File: config.mk
export PLATFORM = sky130hd
export DESIGN_NAME = fetch_unit
export DESIGN_NICKNAME = d
export VERILOG_FILES = /design/src/rtl/fetch_unit.sv
export SDC_FILE = /design/constraint.sdc
export NUM_CORES = 1
export LEC_CHECK = 0
export BUFFER_PORTS_ARGS = -buffer_cell sky130_fd_sc_hd__buf_2
export CORE_ASPECT_RATIO = 0.5
export CORE_UTILIZATION = 36
export CTS_BUF_LIST = sky130_fd_sc_hd__clkbuf_2
export CTS_CLUSTER_SIZE = 14
export DETAILED_ROUTE_END_ITERATION = 10
export MAX_ROUTING_LAYER = met4
export PLACE_DENSITY = 0.58
export SYNTH_ARGS = -nofsm -noshare
export SYNTH_HDL_FRONTEND = slang
export SYNTH_SLANG_ARGS = --single-unit
File: constraint.sdc
create_clock -name clk_i -period 12.8 [get_ports clk_i]
set_input_delay 2.56 -clock clk_i [delete_from_list [all_inputs] [get_ports clk_i]]
set_output_delay 2.56 -clock clk_i [all_outputs]
set_load 0.02 [all_outputs]
File: src/rtl/fetch_unit.sv
// Instruction fetch stage: owns the PC, issues one outstanding word fetch at a time,
// buffers returned instructions with their PC and hands them to decode; redirects flush everything.
module fetch_unit #(
  parameter logic [31:0] RESET_PC   = 32'h0000_0000,
  parameter int          FIFO_DEPTH = 2
) (
  input  logic        clk_i,
  input  logic        rst_i,
  output logic        imem_req_valid_o,
  input  logic        imem_req_ready_i,
  output logic [31:0] imem_req_addr_o,
  input  logic        imem_resp_valid_i,
  input  logic [31:0] imem_resp_data_i,
  input  logic        redirect_i,
  input  logic [31:0] redirect_pc_i,
  output logic        dec_valid_o,
  input  logic        dec_ready_i,
  output logic [31:0] dec_instr_o,
  output logic [31:0] dec_pc_o
);

  localparam int AW = (FIFO_DEPTH > 1) ? $clog2(FIFO_DEPTH) : 1;
  localparam int CW = $clog2(FIFO_DEPTH + 1);
  localparam logic [CW-1:0] DEPTH_C = CW'(FIFO_DEPTH);

  typedef enum logic [1:0] {REQ, WAIT, DISCARD} state_e;

  state_e        state_q, state_d;
  logic [31:0]   pc_q, pc_d;
  logic [31:0]   pcInflight_q, pcInflight_d;
  logic [31:0]   instrMem_q [FIFO_DEPTH];
  logic [31:0]   pcMem_q    [FIFO_DEPTH];
  logic [AW-1:0] rdPtr_q, wrPtr_q;
  logic [CW-1:0] count_q;

  logic fifoEmpty, fifoFull;
  logic reqValid, push, pop, decValid;

  assign fifoEmpty = (count_q == '0);
  assign fifoFull  = (count_q == DEPTH_C);
  assign decValid  = !fifoEmpty && !redirect_i;
  assign pop       = decValid && dec_ready_i;

  // DISCARD remembers that the outstanding response belongs to a flushed stream.
  always_comb begin
    state_d      = state_q;
    pc_d         = pc_q;
    pcInflight_d = pcInflight_q;
    reqValid     = 1'b0;
    push         = 1'b0;
    case (state_q)
      REQ: begin
        reqValid = !fifoFull && !redirect_i;
        if (reqValid && imem_req_ready_i) begin
          pcInflight_d = pc_q;
          pc_d         = pc_q + 32'd4;
          state_d      = WAIT;
        end
      end
      WAIT: begin
        if (imem_resp_valid_i) begin
          push    = !redirect_i;
          state_d = REQ;
        end else if (redirect_i) begin
          state_d = DISCARD;
        end
      end
      DISCARD: begin
        if (imem_resp_valid_i) state_d = REQ;
      end
      default: state_d = REQ;
    endcase
    if (redirect_i) pc_d = redirect_pc_i & 32'hFFFF_FFFC;
  end

  always_ff @(posedge clk_i or posedge rst_i) begin
    if (rst_i) begin
      state_q      <= REQ;
      pc_q         <= RESET_PC;
      pcInflight_q <= RESET_PC;
    end else begin
      state_q      <= state_d;
      pc_q         <= pc_d;
      pcInflight_q <= pcInflight_d;
    end
  end

  // Storage is zeroed on reset so the empty buffer presents zeros to decode.
  always_ff @(posedge clk_i or posedge rst_i) begin
    if (rst_i) begin
      rdPtr_q <= '0;
      wrPtr_q <= '0;
      count_q <= '0;
      for (int i = 0; i < FIFO_DEPTH; i++) begin
        instrMem_q[i] <= '0;
        pcMem_q[i]    <= '0;
      end
    end else if (redirect_i) begin
      rdPtr_q <= '0;
      wrPtr_q <= '0;
      count_q <= '0;
    end else begin
      if (push) begin
        instrMem_q[wrPtr_q] <= imem_resp_data_i;
        pcMem_q[wrPtr_q]    <= pcInflight_q;
        wrPtr_q             <= wrPtr_q + AW'(1);
      end
      if (pop) rdPtr_q <= rdPtr_q + AW'(1);
      case ({push, pop})
        2'b10:   count_q <= count_q + CW'(1);
        2'b01:   count_q <= count_q - CW'(1);
        default: count_q <= count_q;
      endcase
    end
  end

  assign imem_req_valid_o = reqValid;
  assign imem_req_addr_o  = pc_q;
  assign dec_valid_o      = decValid;
  assign dec_instr_o      = instrMem_q[rdPtr_q];
  assign dec_pc_o         = pcMem_q[rdPtr_q];

endmodule

==> impl_metrics.yaml, run 1 <==
floorplanning:
  die_w_um: 224.0
  num_io_pins: 168
  start_util_pct: 36.83
  die-area_um2: 25300
  core_um2: 24070
  rows: 40
  die_h_um: 113.0
power:
  power.density_nw_per_um2: 162.0
  p_total_w: 0.001657
  power_frac_comb_pct: 29.4
  p_int_w: 0.001071
  sequentialPowerShare_pct: 49.9
  ir_worst_vdd_uv: 60.95
  switchingPower_w: 0.0005859
  pwr-share-clk_pct: 20.6
  power.share.switching_pct: 35.36
  leakagePower_nw: 4.883
clock_tree:
  clkLatencyLatePin_ns: 0.81
  cts.clk_slew.worst_paths_ns: 0.24
  postCtsSetupRepairBufs: 0
  cts-root-buf: "clkbuf_2"
  cts.htree.levels: 4
  cts-resized-gates: 0
  clockBufferDepth: 2
  holdBufCountCts: 0
  cts-buffers-inserted: 17
  cts_sinks: 190
  cts_tree: "done"
setup_path:
  critical_path_required_ns: 10.24
  crit_type: "primary input to output pin"
  critPathSlowestCell: "nor4_1"
  critical_path.endpoint_type: "output pin"
  crit_fanout: 54
  start_kind: "primary input"
  crit_top_cell: "buf_2"
  cp.arrival_ns: 3.55
  cp_slowest_stage_delay_ns: 0.34
  rrSetupSlack_ns: 10.05
  crit_chain: "buf_2 -> buf_4 -> nor4_1 -> buf_2"
grt:
  grt_pass1_wl_um: 34530
  grt_max_degree: 121
  grtUsageTotal_pct: 18.36
  grt.overflow.total: 0
  antenna_found_initial: 2
  grt_pass1_vias: 6319
sta:
  final-hold-violation-count: 0
  rsz0062_at_grt: "no"
  fin_skew_ns: 0.03408
  tns_ns: 0
  period_share_pct: 47.74
  setup_violations: 0
  max_freq_ghz: 0.1636
  maxSlewHeadroom_pct: 27.69
  drv_slew: 0
  worst_pin_slew_ns: 1.085
  fin_crit_ns: 6.111
layout:
  final_util_pct: 42.49
  instances_no_fill: 1221
  final_cell_mix: "dfrtp_1, buf_2, mux2_2"
  layout-drive-gt1-share_pct: 38.05
  nFillCells: 2315
  final_common_cell: "dfrtp_1"
  area_delta_synth_final_pct: 15.35
  layout.nets: 941
  fin_area_um2: 10230
synthesis:
  yosysUniqueCellTypes: 63
  synth_area_um2: 8867
  ys_top_cells_by_area: "dfrtp_1, mux2_2, mux2_1, nand2_1, nand4_1"
  async_reset_ff_share_pct: 100.0
  netlist.top_cell.by_area: "dfrtp_1"
  seq_area_frac_synth_pct: 53.62
  ys_warn_count: 0
  yosys_most_used_dff: "dfrtp_1"
  avgSynthCellArea_um2: 12.16
  synth_edf_count: 0
  syn_inst: 729
  ys_ff_latch: 190
  synth_top_area_share_pct: 53.62
min_path:
  worstHoldPathType: "flop to flop"
run_status:
  run_status: "finished, final reports clean"
detailed_routing:
  drc: 0
  vias: 6301
  vias_per_cell: 5.161
  drt-initial-drc-count: 453
  wl_per_cell_um: 17.76
  wirelength_um: 21680
  dr.pass1.iters: 5
  drtAntennaViolNets: 0
place:
  hpwl_um: 14140
  dp_cells: 1187
  placement.io_buffers: 161
  gp_congestion: 0.7903
  dpl-instance-area_um2: 9938
job:
  cap_violations: 0
final timing paths:
path,start,end,cells after the start
setup reg to reg,state_q[0],imem_req_addr_o[19],5
max in group asynchronous,rst_i,instrMem_q[47],3
hold / removal,instrMem_q[33],instrMem_q[33],1
min in group asynchronous,rst_i,instrMem_q[7],2
setup / recovery,redirect_i,imem_req_valid_o,4
hold reg to reg,instrMem_q[33],instrMem_q[33],1
synth_stat cells, types with 4 or more instances:
master / instances
o311ai_1: 8
nor2_1: 14
mux2_1: 66
mux2_2: 120
buf_2: 16
buf_1: 4
o211ai_1: 5
nor3_1: 7
o311ai_0: 6
a22oi_1: 5
nand3b_1: 4
nand2_1: 98
nor2b_1: 4
buf_4: 6
or4_1: 10
clkbuf_1: 20
a21oi_1: 4
and4_1: 4
a31oi_1: 5
dfrtp_1: 190
nand3_1: 19
inv_1: 10
nor4_1: 12
o21ai_0: 14
nand4_1: 17
a221o_1: 8
logic make-up (layout without fill, tap and decap cells):
logic type / count (synthesis) / count (layout) / share of synthesized area (%)
and+or+nand+nor: 214 / 214 / 12.60
DFF: 190 / 190 / 53.62
muxes: 187 / 187 / 23.73
AOI/OAI and AO/OA: 74 / 74 / 6.364
buffers and inverters: 58 / 209 / 3.104
xor gates and xnor gates: 4 / 4 / 0.3952
adders and majority gates: 1 / 1 / 0.1411
other: 1 / 6 / 0.04229
cell type report:
class	instances	area (µm²)	share of cell area (%)
repair buffers	167	850.8	8.318
well taps	336	420.4	4.110
inverters	10	45.04	0.4404
diodes	2	5.005	0.04893
clock inverters	15	200.2	1.957
multi-input cells	484	3866	37.80
flip-flops and latches	190	4756	46.50
clock buffers	17	85.08	0.8318
stage by stage:
step | hold WS (ns) | setup slack [ns]
2_1_floorplan | 0.4541 | 5.070
5_1_grt | 0.5407 | 6.582
3_5_place_dp | 0.4708 | 6.683
6_report | 0.5129 | 6.689
4_1_cts | 0.5255 | 6.682
3_3_place_gp | 0.4631 | 6.691
power by group through the flow:
stage | logic (W) | registers, W | clock network, W
after floorplan | 0.000346 | 0.000822 | 0
after global placement | 0.000487 | 0.000830 | 0
after detailed placement | 0.000494 | 0.000841 | 0
after CTS | 0.000496 | 0.000828 | 0.000358
after global routing | 0.000530 | 0.000849 | 0.000381
final | 0.000488 | 0.000827 | 0.000342
metal layers:
layer / share of wire [%] / wire length (µm) / GRT usage, %
met2: 47 / 10200 / 28.07
met4: 1.5 / 325 / 5.251
met1: 47 / 10280 / 24.47
met3: 4.0 / 877 / 4.129
met5: 0 / 0 / -
flip-flops by register name, indices dropped and copies added, names as in the netlist:
name,count
instrMem_q,64
pcMem_q,60
imem_req_addr_o,30
pcInflight_q,30
count_q,2
state_q,2
rdPtr_q,1
wrPtr_q,1
critical path, delay by kind of cell:
family        cells  cell delay [ns]
buf+inv           3             0.62
simple gates      1             0.34
Note: power is estimated with default switching activity, not from simulation.
==> run 2: changes to the inputs <==
- clock period: 12.8 -> 6.3 ns (I/O delays scaled with it)
==> impl_metrics.yaml, run 2 (synthesis gave the netlist of run 1 again) <==
clock_tree:
  cts-buffers-inserted: 17
  cts.htree.levels: 4
  holdBufCountCts: 0
  cts.clk_slew.worst_paths_ns: 0.26
  cts-resized-gates: 0
  clkLatencyLatePin_ns: 0.82
  cts-root-buf: "clkbuf_2"
  clockBufferDepth: 2
  cts_tree: "done"
  cts_sinks: 190
  postCtsSetupRepairBufs: 0
sta:
  fin_crit_ns: 4.064
  worst_slack_ns: 2.236
  period_share_pct: 64.51
  setup_violations: 0
  tns_ns: 0
  drv_slew: 0
  rsz0062_at_grt: "no"
  max_freq_ghz: 0.2461
  worst_pin_slew_ns: 1.082
  maxSlewHeadroom_pct: 27.89
  fin_skew_ns: 0.03360
  final-hold-violation-count: 0
min_path:
  holdCritStartpoint: "instrMem_q[52]"
  hold_depth: 1
  hold_end: "instrMem_q[52]"
  worstHoldPathType: "flop to flop"
grt:
  grt_max_degree: 147
  grtUsageTotal_pct: 18.31
  grt_pass1_wl_um: 34680
  grt_pass1_vias: 6341
  grt.overflow.total: 0
  antenna_found_initial: 0
place:
  placement.io_buffers: 161
  hpwl_um: 14060
  pre_cts_slack_ns: 2.464
  gp_congestion: 0.7941
setup_path:
  critical_path_required_ns: 5.04
  rrSetupSlack_ns: 3.38
  cp.arrival_ns: 2.80
  critPathTopFamily: "buffers and inverters"
  start_kind: "flop"
  startpoint: "rdPtr_q"
  reg2reg_depth: 5
  critPathSlowestCell: "buf_4"
  crit_chain: "buf_4 -> mux2_2 -> buf_2"
  cp_slowest_stage_delay_ns: 0.71
  r2r-start: "state_q[0]"
  path_buf_inv: 2
  rr_endpoint: "imem_req_addr_o[28]"
  crit_fanout: 52
  crit_type: "flop to output pin"
  critical_path.endpoint_type: "output pin"
detailed_routing:
  vias: 6283
  drtAntennaViolNets: 0
  wirelength_um: 21770
  vias_per_cell: 5.154
  drt-initial-drc-count: 383
  drc: 0
  wl_per_cell_um: 17.86
  dr.pass1.iters: 5
layout:
  final_common_cell: "dfrtp_1"
  antenna_cells: 0
  regMostFlops: "instrMem_q"
  largest_register_ffs: 64
  final_cell_mix: "dfrtp_1, buf_2, mux2_2"
  layout.nets: 941
  top_regs: "instrMem_q x64, pcMem_q x60"
  layout-drive-gt1-share_pct: 37.71
  area_delta_synth_final_pct: 14.24
power:
  power.density_nw_per_um2: 316.0
  ir_worst_vdd_uv: 97.04
  p_total_w: 0.003201
  leakagePower_nw: 4.842
floorplanning:
  rows: 40
  die_w_um: 224.0
  num_io_pins: 168
  die-area_um2: 25300
  start_util_pct: 36.83
  die_h_um: 113.0
  core_um2: 24070
job:
  cap_violations: 0
run_status:
  run_status: "finished, final reports clean"
run 2: power breakdown:
part	total (W)	internal, W	leakage (nW)	switching, W
registers	0.00168	0.00150	2.45	0.000181
logic	0.000992	0.000445	2.28	0.000548
clock network	0.000530	0.000101	0.113	0.000429
run 2: final cells by class:
class / instances / area (µm²)
tap: 336 / 420.4
clock inverter: 15 / 97.59
sequential: 190 / 4756
multi-input combinational: 484 / 3866
fill: 2343 / 13940
inverter: 10 / 41.29
clock buffer: 17 / 85.08
timing repair buffer: 167 / 863.3
run 2: worst max-delay path by stage:
stage,depth (start not counted),end,slack (ns)
finish,3,dec_pc_o[22],2.24
global route,3,dec_pc_o[11],2.01
CTS,3,dec_pc_o[11],2.07
detailed placement,7,instrMem_q[48],2.46
global placement,7,pcMem_q[48],2.50
floorplan,4,imem_req_valid_o,2.48
run 2: routing by layer:
layer  GRT usage, %  wire, µm
met5              -         0
met4          5.023       283
met3          4.285       829
met2          28.57     10400
met1          23.92     10260
run 2: worst register-to-register path, stage by stage, from the launching register on:
cell     delay, ns
dfrtp_1       0.50
nor3b_2       0.53
nand3_2       0.69
buf_4         0.52
or4_1         0.56
nand3_1       0.09
run 2: through the flow:
| step | instance area (µm²) | std cells | utilization, % | hold slack, ns |
|---|---|---|---|---|
| 2_1_floorplan | 8882 | 732 | - | 0.4541 |
| 3_3_place_gp | 9947 | 1187 | 41.32 | 0.4632 |
| 3_5_place_dp | 9947 | 1187 | 41.32 | 0.4721 |
| 4_1_cts | 10130 | 1219 | 42.08 | 0.5126 |
| 5_1_grt | 10130 | 1219 | 42.08 | 0.5271 |
| 6_report | 10130 | 1219 | 42.08 | 0.5107 |
